## config.mk

```make
export PLATFORM = sky130hd
export DESIGN_NAME = noc_traffic_node
export DESIGN_NICKNAME = d
export VERILOG_FILES = /design/src/rtl/noc_traffic_node.sv
export SDC_FILE = /design/constraint.sdc
export NUM_CORES = 1
export LEC_CHECK = 0
export BUFFER_PORTS_ARGS = -buffer_cell sky130_fd_sc_hd__buf_2
export CORE_MARGIN = 2
export CORE_UTILIZATION = 40
export CTS_CLUSTER_DIAMETER = 30
export DETAILED_ROUTE_END_ITERATION = 10
export GPL_TIMING_DRIVEN = 0
export PLACE_DENSITY = 0.63
export SYNTH_ARGS = -nofsm -noshare
export SYNTH_HDL_FRONTEND = slang
export SYNTH_SLANG_ARGS = --single-unit
```

## constraint.sdc

```tcl
create_clock -name noc_clk -period 8.2 [get_ports noc_clk]
set_input_delay 0.82 -clock noc_clk [delete_from_list [all_inputs] [get_ports noc_clk]]
set_output_delay 0.82 -clock noc_clk [all_outputs]
set_load 0.01 [all_outputs]
```

## src/rtl/noc_traffic_node.sv

```systemverilog
// NoC traffic node: bursts fixed-format packets out of tx and checks
// packets arriving on rx for destination, ordering and framing.
module noc_traffic_node #(
   parameter int X_ID     = 0,
   parameter int Y_ID     = 0,
   parameter int ID_X_W   = 4,
   parameter int ID_Y_W   = 4,
   parameter int DATA_W   = 32,
   parameter int PKT_LEN  = 4,
   parameter int NUM_PKTS = 8,
   parameter int GAP_CYC  = 0
) (
   input  logic              noc_clk,
   input  logic              noc_rst,
   input  logic              send_start,
   input  logic [ID_X_W-1:0] dst_x,
   input  logic [ID_Y_W-1:0] dst_y,
   input  logic              rx_stall,
   input  logic              rx_valid,
   output logic              rx_ready,
   input  logic [DATA_W-1:0] rx_flit,
   input  logic              rx_is_header,
   input  logic              rx_is_tail,
   output logic              tx_valid,
   input  logic              tx_ready,
   output logic [DATA_W-1:0] tx_flit,
   output logic              tx_is_header,
   output logic              tx_is_tail,
   output logic              send_busy,
   output logic              send_done,
   output logic [15:0]       tx_pkt_cnt,
   output logic [15:0]       rx_pkt_cnt,
   output logic [15:0]       rx_err_cnt,
   output logic              rx_err
);

   localparam int HW = 2 * (ID_X_W + ID_Y_W) + 16;
   localparam int EW = (DATA_W > 32) ? DATA_W : 32;
   localparam logic [15:0] LAST = 16'(PKT_LEN - 1);
   localparam logic [15:0] NPK = 16'(NUM_PKTS);
   localparam logic [31:0] GAPM1 =
      (GAP_CYC > 0) ? 32'(GAP_CYC - 1) : 32'd0;
   localparam logic [ID_X_W-1:0] SX = ID_X_W'(X_ID);
   localparam logic [ID_Y_W-1:0] SY = ID_Y_W'(Y_ID);

   if (DATA_W < HW) begin : g_bad_w
      $error("DATA_W too small for header layout");
   end
   if (PKT_LEN < 1 || PKT_LEN > 65535) begin : g_bad_len
      $error("PKT_LEN out of range 1..65535");
   end
   if (NUM_PKTS < 1 || NUM_PKTS > 65535) begin : g_bad_np
      $error("NUM_PKTS out of range 1..65535");
   end
   if (GAP_CYC < 0) begin : g_bad_gap
      $error("GAP_CYC must be non-negative");
   end

   function automatic logic [DATA_W-1:0] hdr_f(
      input logic [ID_X_W-1:0] dx,
      input logic [ID_Y_W-1:0] dy,
      input logic [15:0]       s
   );
      logic [DATA_W-1:0] f;
      f = '0;
      f[HW-1:0] = {s, SY, SX, dy, dx};
      return f;
   endfunction

   function automatic logic [DATA_W-1:0] body_f(
      input logic [15:0] s,
      input logic [15:0] i
   );
      logic [EW-1:0] e;
      e = '0;
      e[31:0] = {s, i};
      return e[DATA_W-1:0];
   endfunction

   typedef enum logic [2:0] {
      S_IDLE, S_HDR, S_BODY, S_GAP, S_DONE
   } state_e;

   state_e            state_q, state_d;
   logic              vld_q, vld_d;
   logic [DATA_W-1:0] flit_q, flit_d;
   logic              hdr_q, hdr_d;
   logic              tail_q, tail_d;
   logic [15:0]       seq_q, seq_d;
   logic [15:0]       idx_q, idx_d;
   logic [15:0]       pcnt_q, pcnt_d;
   logic [31:0]       gap_q, gap_d;
   logic [ID_X_W-1:0] dx_q, dx_d;
   logic [ID_Y_W-1:0] dy_q, dy_d;
   logic              fire;
   logic [15:0]       idx_n;
   logic [15:0]       seq_n;
   logic [15:0]       pcnt_n;

   always_comb begin
      state_d = state_q;
      vld_d   = vld_q;
      flit_d  = flit_q;
      hdr_d   = hdr_q;
      tail_d  = tail_q;
      seq_d   = seq_q;
      idx_d   = idx_q;
      pcnt_d  = pcnt_q;
      gap_d   = gap_q;
      dx_d    = dx_q;
      dy_d    = dy_q;
      fire    = vld_q & tx_ready;
      idx_n   = idx_q + 16'd1;
      seq_n   = seq_q + 16'd1;
      pcnt_n  = (pcnt_q == 16'hFFFF) ? pcnt_q : pcnt_q + 16'd1;
      unique case (state_q)
         S_IDLE, S_DONE: begin
            if (send_start) begin
               state_d = S_HDR;
               dx_d    = dst_x;
               dy_d    = dst_y;
               seq_d   = '0;
               idx_d   = '0;
               pcnt_d  = '0;
               vld_d   = 1'b1;
               flit_d  = hdr_f(dst_x, dst_y, 16'd0);
               hdr_d   = 1'b1;
               tail_d  = (PKT_LEN == 1);
            end
         end
         S_HDR, S_BODY: begin
            if (fire && idx_q == LAST) begin
               pcnt_d = pcnt_n;
               seq_d  = seq_n;
               idx_d  = '0;
               vld_d  = 1'b0;
               flit_d = '0;
               hdr_d  = 1'b0;
               tail_d = 1'b0;
               if (pcnt_n == NPK) begin
                  state_d = S_DONE;
               end else if (GAP_CYC == 0) begin
                  state_d = S_HDR;
                  vld_d   = 1'b1;
                  flit_d  = hdr_f(dx_q, dy_q, seq_n);
                  hdr_d   = 1'b1;
                  tail_d  = (PKT_LEN == 1);
               end else begin
                  state_d = S_GAP;
                  gap_d   = GAPM1;
               end
            end else if (fire) begin
               state_d = S_BODY;
               idx_d   = idx_n;
               flit_d  = body_f(seq_q, idx_n);
               hdr_d   = 1'b0;
               tail_d  = (idx_n == LAST);
            end
         end
         S_GAP: begin
            if (gap_q == 32'd0) begin
               state_d = S_HDR;
               vld_d   = 1'b1;
               flit_d  = hdr_f(dx_q, dy_q, seq_q);
               hdr_d   = 1'b1;
               tail_d  = (PKT_LEN == 1);
            end else begin
               gap_d = gap_q - 32'd1;
            end
         end
         default: state_d = S_IDLE;
      endcase
   end

   always_ff @(posedge noc_clk or posedge noc_rst) begin
      if (noc_rst) begin
         state_q <= S_IDLE;
         vld_q   <= 1'b0;
         flit_q  <= '0;
         hdr_q   <= 1'b0;
         tail_q  <= 1'b0;
         seq_q   <= '0;
         idx_q   <= '0;
         pcnt_q  <= '0;
         gap_q   <= '0;
         dx_q    <= '0;
         dy_q    <= '0;
      end else begin
         state_q <= state_d;
         vld_q   <= vld_d;
         flit_q  <= flit_d;
         hdr_q   <= hdr_d;
         tail_q  <= tail_d;
         seq_q   <= seq_d;
         idx_q   <= idx_d;
         pcnt_q  <= pcnt_d;
         gap_q   <= gap_d;
         dx_q    <= dx_d;
         dy_q    <= dy_d;
      end
   end

   assign tx_valid     = vld_q;
   assign tx_flit      = flit_q;
   assign tx_is_header = hdr_q;
   assign tx_is_tail   = tail_q;
   assign tx_pkt_cnt   = pcnt_q;
   assign send_busy    = (state_q == S_HDR) || (state_q == S_BODY) ||
                         (state_q == S_GAP);
   assign send_done    = (state_q == S_DONE);

   logic              act_q, act_d;
   logic [15:0]       eidx_q, eidx_d;
   logic [15:0]       eseq_q, eseq_d;
   logic              perr_q, perr_d;
   logic [15:0]       rcnt_q, rcnt_d;
   logic [15:0]       ecnt_q, ecnt_d;
   logic              err_q, err_d;
   logic              acc, ferr, hbad, good;
   logic [EW-1:0]     rx_ext;
   logic [ID_X_W-1:0] h_dx;
   logic [ID_Y_W-1:0] h_dy;
   logic [15:0]       h_seq;
   logic              unused_rx;

   assign rx_ready  = ~rx_stall;
   assign acc       = rx_valid & ~rx_stall;
   assign rx_ext    = EW'(rx_flit);
   assign h_dx      = rx_flit[ID_X_W-1:0];
   assign h_dy      = rx_flit[ID_X_W +: ID_Y_W];
   assign h_seq     = rx_flit[2*(ID_X_W+ID_Y_W) +: 16];
   assign unused_rx = ^rx_ext;

   always_comb begin
      act_d  = act_q;
      eidx_d = eidx_q;
      eseq_d = eseq_q;
      perr_d = perr_q;
      rcnt_d = rcnt_q;
      ecnt_d = ecnt_q;
      err_d  = err_q;
      ferr   = 1'b0;
      hbad   = 1'b0;
      good   = 1'b0;
      if (acc && rx_is_header) begin
         // a header mid-packet is an error, but the new packet starts clean
         hbad   = (h_dx != SX) || (h_dy != SY) ||
                  (rx_is_tail != (LAST == 16'd0));
         ferr   = hbad || act_q;
         eseq_d = h_seq;
         perr_d = hbad;
         eidx_d = 16'd1;
         act_d  = !(rx_is_tail || LAST == 16'd0);
         good   = !act_d && !hbad;
      end else if (acc && !act_q) begin
         ferr = 1'b1;
      end else if (acc) begin
         ferr   = (rx_ext[15:0] != eidx_q) ||
                  (rx_ext[31:16] != eseq_q) ||
                  (rx_is_tail != (eidx_q == LAST));
         perr_d = perr_q || ferr;
         eidx_d = eidx_q + 16'd1;
         if (rx_is_tail || eidx_q == LAST) begin
            act_d = 1'b0;
            good  = !(perr_q || ferr);
         end
      end
      if (ferr) begin
         err_d  = 1'b1;
         ecnt_d = (ecnt_q == 16'hFFFF) ? ecnt_q : ecnt_q + 16'd1;
      end
      if (good) begin
         rcnt_d = (rcnt_q == 16'hFFFF) ? rcnt_q : rcnt_q + 16'd1;
      end
   end

   always_ff @(posedge noc_clk or posedge noc_rst) begin
      if (noc_rst) begin
         act_q  <= 1'b0;
         eidx_q <= '0;
         eseq_q <= '0;
         perr_q <= 1'b0;
         rcnt_q <= '0;
         ecnt_q <= '0;
         err_q  <= 1'b0;
      end else begin
         act_q  <= act_d;
         eidx_q <= eidx_d;
         eseq_q <= eseq_d;
         perr_q <= perr_d;
         rcnt_q <= rcnt_d;
         ecnt_q <= ecnt_d;
         err_q  <= err_d;
      end
   end

   assign rx_pkt_cnt = rcnt_q;
   assign rx_err_cnt = ecnt_q;
   assign rx_err     = err_q;

endmodule

```

==> results.cfg, run 1 <==
[worst_setup_path]
cp-end-kind = register
criticalPathCategory = register to register
cp_top_family = simple AND/OR/NAND/NOR gates
worstPathCellList = ha_1, nor2b_1, nand3_1, or2_2, clkbuf_1, nor2_1, nor2_1, clkbuf_1, o21ai_0, o41ai_1
max_stage_delay_ns = 0.80
path_buf_inv = 2
crit_path_start_kind = register
worst_ep_required_time_ns = 8.52
rrSetupSlack_ns = 4.71
critPathMaxFanout = 10
crit_slowest_cell = nor2_1
r2r_cells = 10
cp_data_arrival_time_ns = 3.81
path_depth = 10

[placed_design]
io_buffers = 133
dp_hpwl_um = 19200
place.gp.congestion = 0.908

[synth]
ys_seq_elements = 193
synth_edf_count = 0
syn-num-nets = 1222
synthArstFlopShare = 1.00
synth_area_um2 = 10400
syn_area_per_cell_um2 = 8.96
synth_cell_types = 67
synth.yosys.seq_area_share = 0.463
synth_warnings = 0
ys.flop_type = dfrtp_1
netlist_instances = 1165

[grt]
grtUsageTotal = 0.200
grt_pass1_vias = 8566
grt_max_degree = 117
gr-total-overflow = 0
grt_pass1_wl_um = 43500
antenna_found_initial = 0

[clock_tree]
cts-htree-levels = 4
cts_hold_buffers = 0
clkSinkCount = 193
cts_tree = done
clockRootBuffer = clkbuf_16
clkTransAtPathRegs_ns = 0.08
cts_inserted_buffers = 17
cts_buffer_depth = 2
post_cts_buffers = 0
post_cts_resize_count = 0
insertion_delay_ns = 0.44

[sta]
tightest_slew_ns = 0.998
relSlewSlack = 0.324
rsz0062_at_grt = no
min_period_ns = 3.49
whs_ns = 0.449
min_period_over_period = 0.426
finalSetupViolations = 0
slew_viol_final = 0
skew_ns = 0.0202
max_freq_mhz = 287
final_hold_viol_count = 0

[power_and_ir_drop]
leakage_nw = 5.76
vdd_ir_drop_max_mv = 0.128
p_total_mw = 2.05
power_per_cell_area_nw_per_um2 = 169

[routing]
drt_iter0_drc = 720
avgViaCountPerCell = 5.41
wl_per_cell_um = 16.3
vias = 8994
final_antenna_net_count = 0
route.detailed.drc = 0
first_pass_iters = 5
wirelength_um = 27100

[die]
die_w_um = 166
initial_core_util = 0.404
rows = 59
die-area_um2 = 27400
core-area_um2 = 25800
dieHeight_um = 166
io_pins = 135

[run]
cap_violations = 0

[hold_path]
hold_path_class = primary input to asynchronous set/reset pin

[final_layout]
drive_gt1_frac = 0.156
area_growth_pct = 16.2
finalNetCount = 1375
n_antenna_cell = 0

[status]
outcome = completed
==> cell usage in the layout, fill, tap and decap left out, types with 5 or more instances in the layout <==
cell | Yosys | layout
nand2_1 | 202 | 202
dfrtp_1 | 193 | 193
buf_2 | 6 | 139
nor2_1 | 84 | 84
o21ai_0 | 64 | 64
xnor2_1 | 61 | 61
xor2_1 | 58 | 58
clkbuf_1 | 51 | 51
a21oi_1 | 49 | 49
nand3_1 | 46 | 46
nor3_1 | 41 | 41
nand4_1 | 26 | 26
inv_1 | 26 | 25
and3_1 | 21 | 21
o21ai_1 | 20 | 20
nor4_1 | 19 | 19
or3_1 | 18 | 18
clkbuf_16 | 0 | 17
nand2b_1 | 11 | 11
a32oi_1 | 10 | 10
o211ai_1 | 9 | 9
a21o_1 | 9 | 9
ha_1 | 9 | 9
a31oi_1 | 8 | 8
nor2b_1 | 7 | 7
and4_1 | 7 | 7
o31ai_1 | 7 | 7
and2_1 | 7 | 7
or2_2 | 6 | 6
nor3b_1 | 6 | 6
mux2_2 | 5 | 5
o41ai_1 | 5 | 5
o22a_1 | 5 | 5
a22o_1 | 5 | 5
xnor2_2 | 5 | 5
==> through the flow <==
step                      std cells  setup slack, ns  utilization  setup TNS, ns  cell area, um2
after floorplan                1165             2.12            -              0           10400
after global placement         1633           -0.357        0.446         -65.65           11500
after detailed placement       1634             4.61        0.447              0           11600
after CTS                      1664             4.72        0.469              0           12100
after global routing           1664             4.53        0.469              0           12100
final                          1664             4.71        0.469              0           12100
==> logic make-up after synthesis <==
kind of cell,count (synthesis),share of synthesized area
DFF,193,0.463
AOI/OAI and AO/OA,214,0.126
muxes,7,0.00731
xor gates and xnor gates,124,0.108
adders and majority gates,9,0.0108
and+or+nand+nor,532,0.253
buffers and inverters,86,0.0329
==> state kept, by name, summed over array words and instances, names as in the netlist, 16 cells and up <==
signal	flops
eidx_q	16
tx_pkt_cnt	16
seq_q	16
rx_err_cnt	16
tx_flit	32
gap_q	32
idx_q	16
rx_pkt_cnt	16
eseq_q	16
==> Yosys cell counts, types with 26 or more instances <==
cell        n  share of area
clkbuf_1   51          0.018
xor2_1     58          0.049
nand4_1    26          0.016
nand2_1   202          0.073
a21oi_1    49          0.024
xnor2_1    61          0.051
nand3_1    46          0.022
nor3_1     41          0.020
dfrtp_1   193           0.46
nor2_1     84          0.030
o21ai_0    64          0.031
inv_1      26         0.0094
==> final cells by class <==
class | count | area (um2)
Buffer | 60 | 245
Clock inverter | 12 | 130
Inverter | 26 | 105
Tap cell | 335 | 419
Fill cell | 2566 | 13700
Clock buffer | 18 | 439
Timing Repair Buffer | 134 | 693
Multi-Input combinational cell | 886 | 5260
Sequential cell | 193 | 4830
==> layer usage <==
metal  track usage  wire [um]
met3        0.0272       1290
met1         0.282      13000
met5             0          0
met4        0.0564        346
met2         0.323      12500
==> worst register-to-register path, cell delays in order, from the launching register on <==
cell      delay, ns
dfrtp_1        0.45
ha_1           0.33
nor2b_1        0.19
nand3_1        0.10
or2_2          0.12
clkbuf_1       0.41
nor2_1         0.23
nor2_1         0.80
clkbuf_1       0.51
o21ai_0        0.17
o41ai_1        0.08
==> power breakdown <==
| part | leakage (nW) | total, mW | internal [mW] | switching [mW] |
|---|---|---|---|---|
| Sequential | 2.59 | 1.04 | 0.991 | 0.0509 |
| Combinational | 2.90 | 0.181 | 0.0787 | 0.102 |
| Clock | 0.268 | 0.831 | 0.433 | 0.398 |
==> worst paths after layout <==
path,end,start
worst min register to register,gap_q[15],gap_q[15]
max in group asynchronous,state_q[2],noc_rst
worst min-delay path,rx_pkt_cnt[15],noc_rst
min in group noc_clk,gap_q[15],gap_q[15]
worst max-delay path,tx_pkt_cnt[11],idx_q[0]
worst max register to register,tx_pkt_cnt[11],idx_q[0]
Note: power is estimated with default switching activity, not from simulation.
==> run 2, diff against run 1 <==
--- a/config.mk
+++ b/config.mk
@@ -11,7 +11,7 @@
 export CTS_CLUSTER_DIAMETER = 30
 export DETAILED_ROUTE_END_ITERATION = 10
 export GPL_TIMING_DRIVEN = 0
-export PLACE_DENSITY = 0.63
+export PLACE_DENSITY = 0.65
 export SYNTH_ARGS = -nofsm -noshare
 export SYNTH_HDL_FRONTEND = slang
 export SYNTH_SLANG_ARGS = --single-unit
==> constraint.sdc (replaced) <==
create_clock -name noc_clk -period 2.8 [get_ports noc_clk]
set_input_delay 0.28 -clock noc_clk [delete_from_list [all_inputs] [get_ports noc_clk]]
set_output_delay 0.28 -clock noc_clk [all_outputs]
set_load 0.01 [all_outputs]
==> run 2 against run 1 <==
Compared with the run above: clock power grew to 2.9 times the previous value; largest cell class unchanged; count of clock-buffer cells in the layout grew 2; maximum frequency grew 28%; utilization grew 1.9 points; power grew to 2.9 times the previous value; sequential share of layout area shrank 1.5 points; non-clock buffer count grew 20; global-route usage grew 0.61 points; routed wire length grew 1.8%; largest power group unchanged; register-to-register slack lost 4.6 ns.
==> results.cfg, run 2 (synthesis gave the netlist of run 1 again) <==
[die]
dieHeight_um = 166
die-area_um2 = 27400
io_pins = 135
die_w_um = 166
initial_core_util = 0.404
core-area_um2 = 25800
rows = 59

[sta]
min_period_ns = 2.73
timing.final.ws_setup_ns = 0.0653
slew_viol_final = 0
relSlewSlack = 0.515
skew_ns = 0.0206
tightest_slew_ns = 0.725
finalSetupTns_ns = 0
finalSetupViolations = 0
rsz0062_at_grt = yes
min_period_over_period = 0.977
whs_ns = 0.0489
max_freq_mhz = 366
final_hold_viol_count = 0

[placed_design]
dp_hpwl_um = 19500
dp_slack_ns = -0.650
place.gp.congestion = 0.900
io_buffers = 133

[worst_setup_path]
path_buf_inv = 3
critPathMaxFanout = 5
criticalPathCategory = register to register
max_stage_delay_ns = 0.58
worstPathCellList = or4_4, nor4_4, buf_4, buf_4, nand4_1, a211oi_4, buf_6, o211ai_1, a21boi_1, o41ai_1
cp_top_family = simple AND/OR/NAND/NOR gates
crit_slowest_cell = or4_4
worst_ep_required_time_ns = 3.11
cp_data_arrival_time_ns = 3.05
cpMostUsedCell = buf_4
cp-end-kind = register
crit_path_start_kind = register

[grt]
grtUsageTotal = 0.206
antenna_found_initial = 0
grt_pass1_vias = 8712
grt_max_degree = 42
gr-total-overflow = 0
grt_pass1_wl_um = 45000

[clock_tree]
insertion_delay_ns = 0.44
cts_buffer_depth = 2
cts_tree = done
clkTransAtPathRegs_ns = 0.08
cts_inserted_buffers = 17
clkSinkCount = 193
cts-htree-levels = 4
clockRootBuffer = clkbuf_16

[power_and_ir_drop]
p_seq_frac = 0.506
comb_power_share = 0.097
vdd_ir_drop_max_mv = 0.332
power_per_cell_area_nw_per_um2 = 477
p_sw_mw = 1.63
clockPowerShare = 0.397
p_total_mw = 6.02
netSwitchingFraction = 0.270
leakage_nw = 6.02
p_int_mw = 4.39

[final_layout]
n_antenna_cell = 0
layout_common_cells = 202 x nand2_1, 189 x dfrtp_1, 140 x buf_2, 80 x nor2_1, 64 x o21ai_0
area_growth_pct = 20.9
drive_gt1_frac = 0.204
finish.utilization = 0.488
finalNetCount = 1395
final_common_cell = nand2_1

[run]
cap_violations = 0

[routing]
wirelength_um = 27600
drt_iter0_drc = 752
vias = 9225
final_antenna_net_count = 0
avgViaCountPerCell = 5.47
route.detailed.drc = 0
first_pass_iters = 5
wl_per_cell_um = 16.4

[hold_path]
hold_path_class = primary input to register

[status]
outcome = completed
[run 2: changes by cell type in the layout (fill, tap and decap cells not counted), moves of 5 or more]
cell / change
buf_4: +22
nor4_4: +6
clkbuf_1: -21
clkbuf_2: +10
buf_12: +5
[run 2: worst paths after layout]
path                       cells after the start  slack, ns         end      start
max                                           10       0.07  tx_flit[2]  gap_q[24]
min                                            3       0.05     dx_q[3]   dst_x[3]
max reg2reg                                   10       0.07  tx_flit[2]  gap_q[24]
min reg2reg                                    1       0.46   gap_q[18]  gap_q[18]
max in group asynchronous                      6       1.26    idx_q[0]    noc_rst
min in group asynchronous                      3       0.44   eseq_q[2]    noc_rst
[run 2: layout make-up]
type / count / area (um2)
buffer: 54 / 267
clock buffer: 20 / 457
clock inverter: 12 / 116
fill: 2456 / 13200
inverter: 26 / 101
multi-input combinational: 886 / 5480
sequential: 193 / 4830
tap: 335 / 419
timing repair buffer: 160 / 941
[run 2: per-layer routing]
layer | share of wire | track usage
met5 | 0 | 0
met4 | 0.020 | 0.0647
met3 | 0.053 | 0.0315
met2 | 0.46 | 0.325
met1 | 0.47 | 0.291
[run 2: power groups by stage]
stage / logic (mW) / registers [mW] / clock network (mW)
detailed placement: 0.553 / 3.10 / 0
global route: 0.672 / 3.06 / 2.57
global placement: 0.526 / 3.10 / 0
finish: 0.583 / 3.05 / 2.39
CTS: 0.563 / 3.05 / 2.44
floorplan: 0.316 / 3.10 / 0
[run 2: worst min-delay path: cells and delay by family]
kind / cells / cell delay [ns]
buffers and inverters: 1 / 0.09
AND/OR/NAND/NOR: 2 / 0.08
[run 2: per-stage QoR]
stage          cell area (um2)  std cells
6_report                 12600       1686
5_1_grt                  12600       1686
4_1_cts                  12400       1676
3_5_place_dp             11600       1638
3_3_place_gp             11500       1633
2_1_floorplan            10400       1165
[run 2: timing repair]
action / in CTS / in global routing
pin swaps: 5 / 13
hold buffers: 1 / 0
gates resized for setup: 34 / 47
setup buffers: 7 / 14
endpoints found under the hold margin: 21 / 0
endpoints found under the setup margin: 91 / 80
==> run 3, diff against run 2 <==
==> constraint.sdc (replaced) <==
create_clock -name noc_clk -period 2.8 [get_ports noc_clk]
set_input_delay 0.42 -clock noc_clk [delete_from_list [all_inputs] [get_ports noc_clk]]
set_output_delay 0.42 -clock noc_clk [all_outputs]
set_load 0.01 [all_outputs]
==> run 3 against run 2 <==
Compared with the run above: setup slack better by 0.0058 ns; routed wire length is essentially flat; non-clock buffer count fell by 1; hold slack worse by 0.017 ns; via count barely moved; register-to-register slack barely moved; power about the same; clock power about the same; first-iteration DRC count increased by 0.40%; largest cell class unchanged; largest power group unchanged.
==> results.cfg, run 3 (synthesis gave the netlist of run 1 again) <==
[status]
outcome = completed

[worst_setup_path]
rrSetupSlack_ns = 0.07
crit_slowest_cell = or4_4
cp-endpoint = tx_flit[2]
critPathMaxFanout = 5
cpMostUsedCell = buf_4
r2r-start = gap_q[24]
criticalPathCategory = register to register
worstPathCellList = or4_4, nor4_4, buf_4, buf_4, nand4_1, a211oi_4, buf_6, o211ai_1, a21boi_1, o41ai_1
max_stage_delay_ns = 0.58
cp-end-kind = register
crit_path_start_kind = register
worst_ep_required_time_ns = 3.11
crit_start = gap_q[24]
cp_data_arrival_time_ns = 3.04
r2r_end = tx_flit[2]
r2r_cells = 10

[final_layout]
finish.utilization = 0.488
drive_gt1_frac = 0.204
ff_latch_area_um2 = 4830
final_common_cell = nand2_1
nFillCells = 2455
multi_input_area_um2 = 5480
area_growth_pct = 20.8
n_antenna_cell = 0
finalNetCount = 1394
layout_common_cells = 202 x nand2_1, 189 x dfrtp_1, 140 x buf_2, 80 x nor2_1, 64 x o21ai_0

[clock_tree]
clkTransAtPathRegs_ns = 0.08
cts_tree = done
cts_buffer_depth = 2
insertion_delay_ns = 0.44
cts-htree-levels = 4
clockRootBuffer = clkbuf_16
clkSinkCount = 193
cts_hold_buffers = 0
cts_inserted_buffers = 17

[grt]
grt_pass1_wl_um = 45000
gr-total-overflow = 0
grt_max_degree = 42
grtUsageTotal = 0.206
antenna_found_initial = 0
grt_pass1_vias = 8711

[die]
core-area_um2 = 25800
dieHeight_um = 166
die_w_um = 166
io_pins = 135
initial_core_util = 0.404
die-area_um2 = 27400
rows = 59

[run]
cap_violations = 0

[placed_design]
io_buffers = 133
place.gp.congestion = 0.900
dp_hpwl_um = 19500

[sta]
rsz0062_at_grt = yes
min_period_ns = 2.73
whs_ns = 0.0318
min_period_over_period = 0.975
finalSetupTns_ns = 0
final_hold_viol_count = 0
tightest_slew_ns = 0.714
skew_ns = 0.0197
max_freq_mhz = 366
finalSetupViolations = 0
slew_viol_final = 0
relSlewSlack = 0.522

[routing]
first_pass_iters = 5
vias = 9227
drt_iter0_drc = 755
avgViaCountPerCell = 5.48
final_antenna_net_count = 0
wirelength_um = 27600
wl_per_cell_um = 16.4
route.detailed.drc = 0

[power_and_ir_drop]
vdd_ir_drop_max_mv = 0.333
power_per_cell_area_nw_per_um2 = 477
leakage_nw = 6.02

[hold_path]
hold_path_class = primary input to asynchronous set/reset pin
run 3: cell types whose count changed in the layout (fill, tap and decap cells not counted), sizes merged:
cell,before,now
dlygate4sd3,1,0
run 3: layout make-up:
class	instances	share of cell area
multi-input combinational	886	0.435
sequential	193	0.383
timing repair buffer	159	0.0738
clock buffer	20	0.0362
tap	335	0.0332
buffer	54	0.0211
clock inverter	12	0.00923
inverter	26	0.00804
run 3: critical path, delay by kind of cell, from the launching register on:
kind                   cells  cell delay (ns)
AOI/OAI and AO/OA          4             0.68
buffers and inverters      3             0.43
DFF                        1             0.40
and+or+nand+nor            3             1.10
run 3: per-stage QoR:
step / instance area [um2] / total power [mW] / worst slack, ns / cells
2_1_floorplan: 10400 / 3.41 / -0.110 / 1165
6_report: 12600 / 6.02 / 0.0711 / 1685
5_1_grt: 12600 / 6.30 / -0.0348 / 1685
4_1_cts: 12400 / 6.05 / 0.00435 / 1675
3_5_place_dp: 11600 / 3.65 / -0.650 / 1638
3_3_place_gp: 11500 / 3.62 / -1.43 / 1633
run 3: power breakdown:
group / switching [mW] / internal [mW]
combinational: 0.319 / 0.265
clock: 1.17 / 1.22
sequential: 0.141 / 2.90
run 3: timing repair:
item / 4_1_cts / 5_1_grt
cloned: 0 / 0
endpoints found under the setup margin: 91 / 80
buffers inserted: 7 / 14
resized for setup: 34 / 47
pin swaps: 5 / 13
run 3: worst min-delay path by stage:
stage / depth (start not counted) / slack, ns / endpoint
final: 2 / 0.03 / eseq_q[2]
after global routing: 2 / 0.06 / eseq_q[2]
after CTS: 2 / 0.03 / eseq_q[2]
after detailed placement: 1 / 0.46 / gap_q[18]
after global placement: 1 / 0.45 / rx_err
after floorplan: 1 / 0.44 / gap_q[15]
run 3: layer usage:
metal  GRT usage  routed length (um)
met2       0.325               12600
met4      0.0647                 532
met5           0                   0
met1       0.291               12900
met3      0.0315                1530
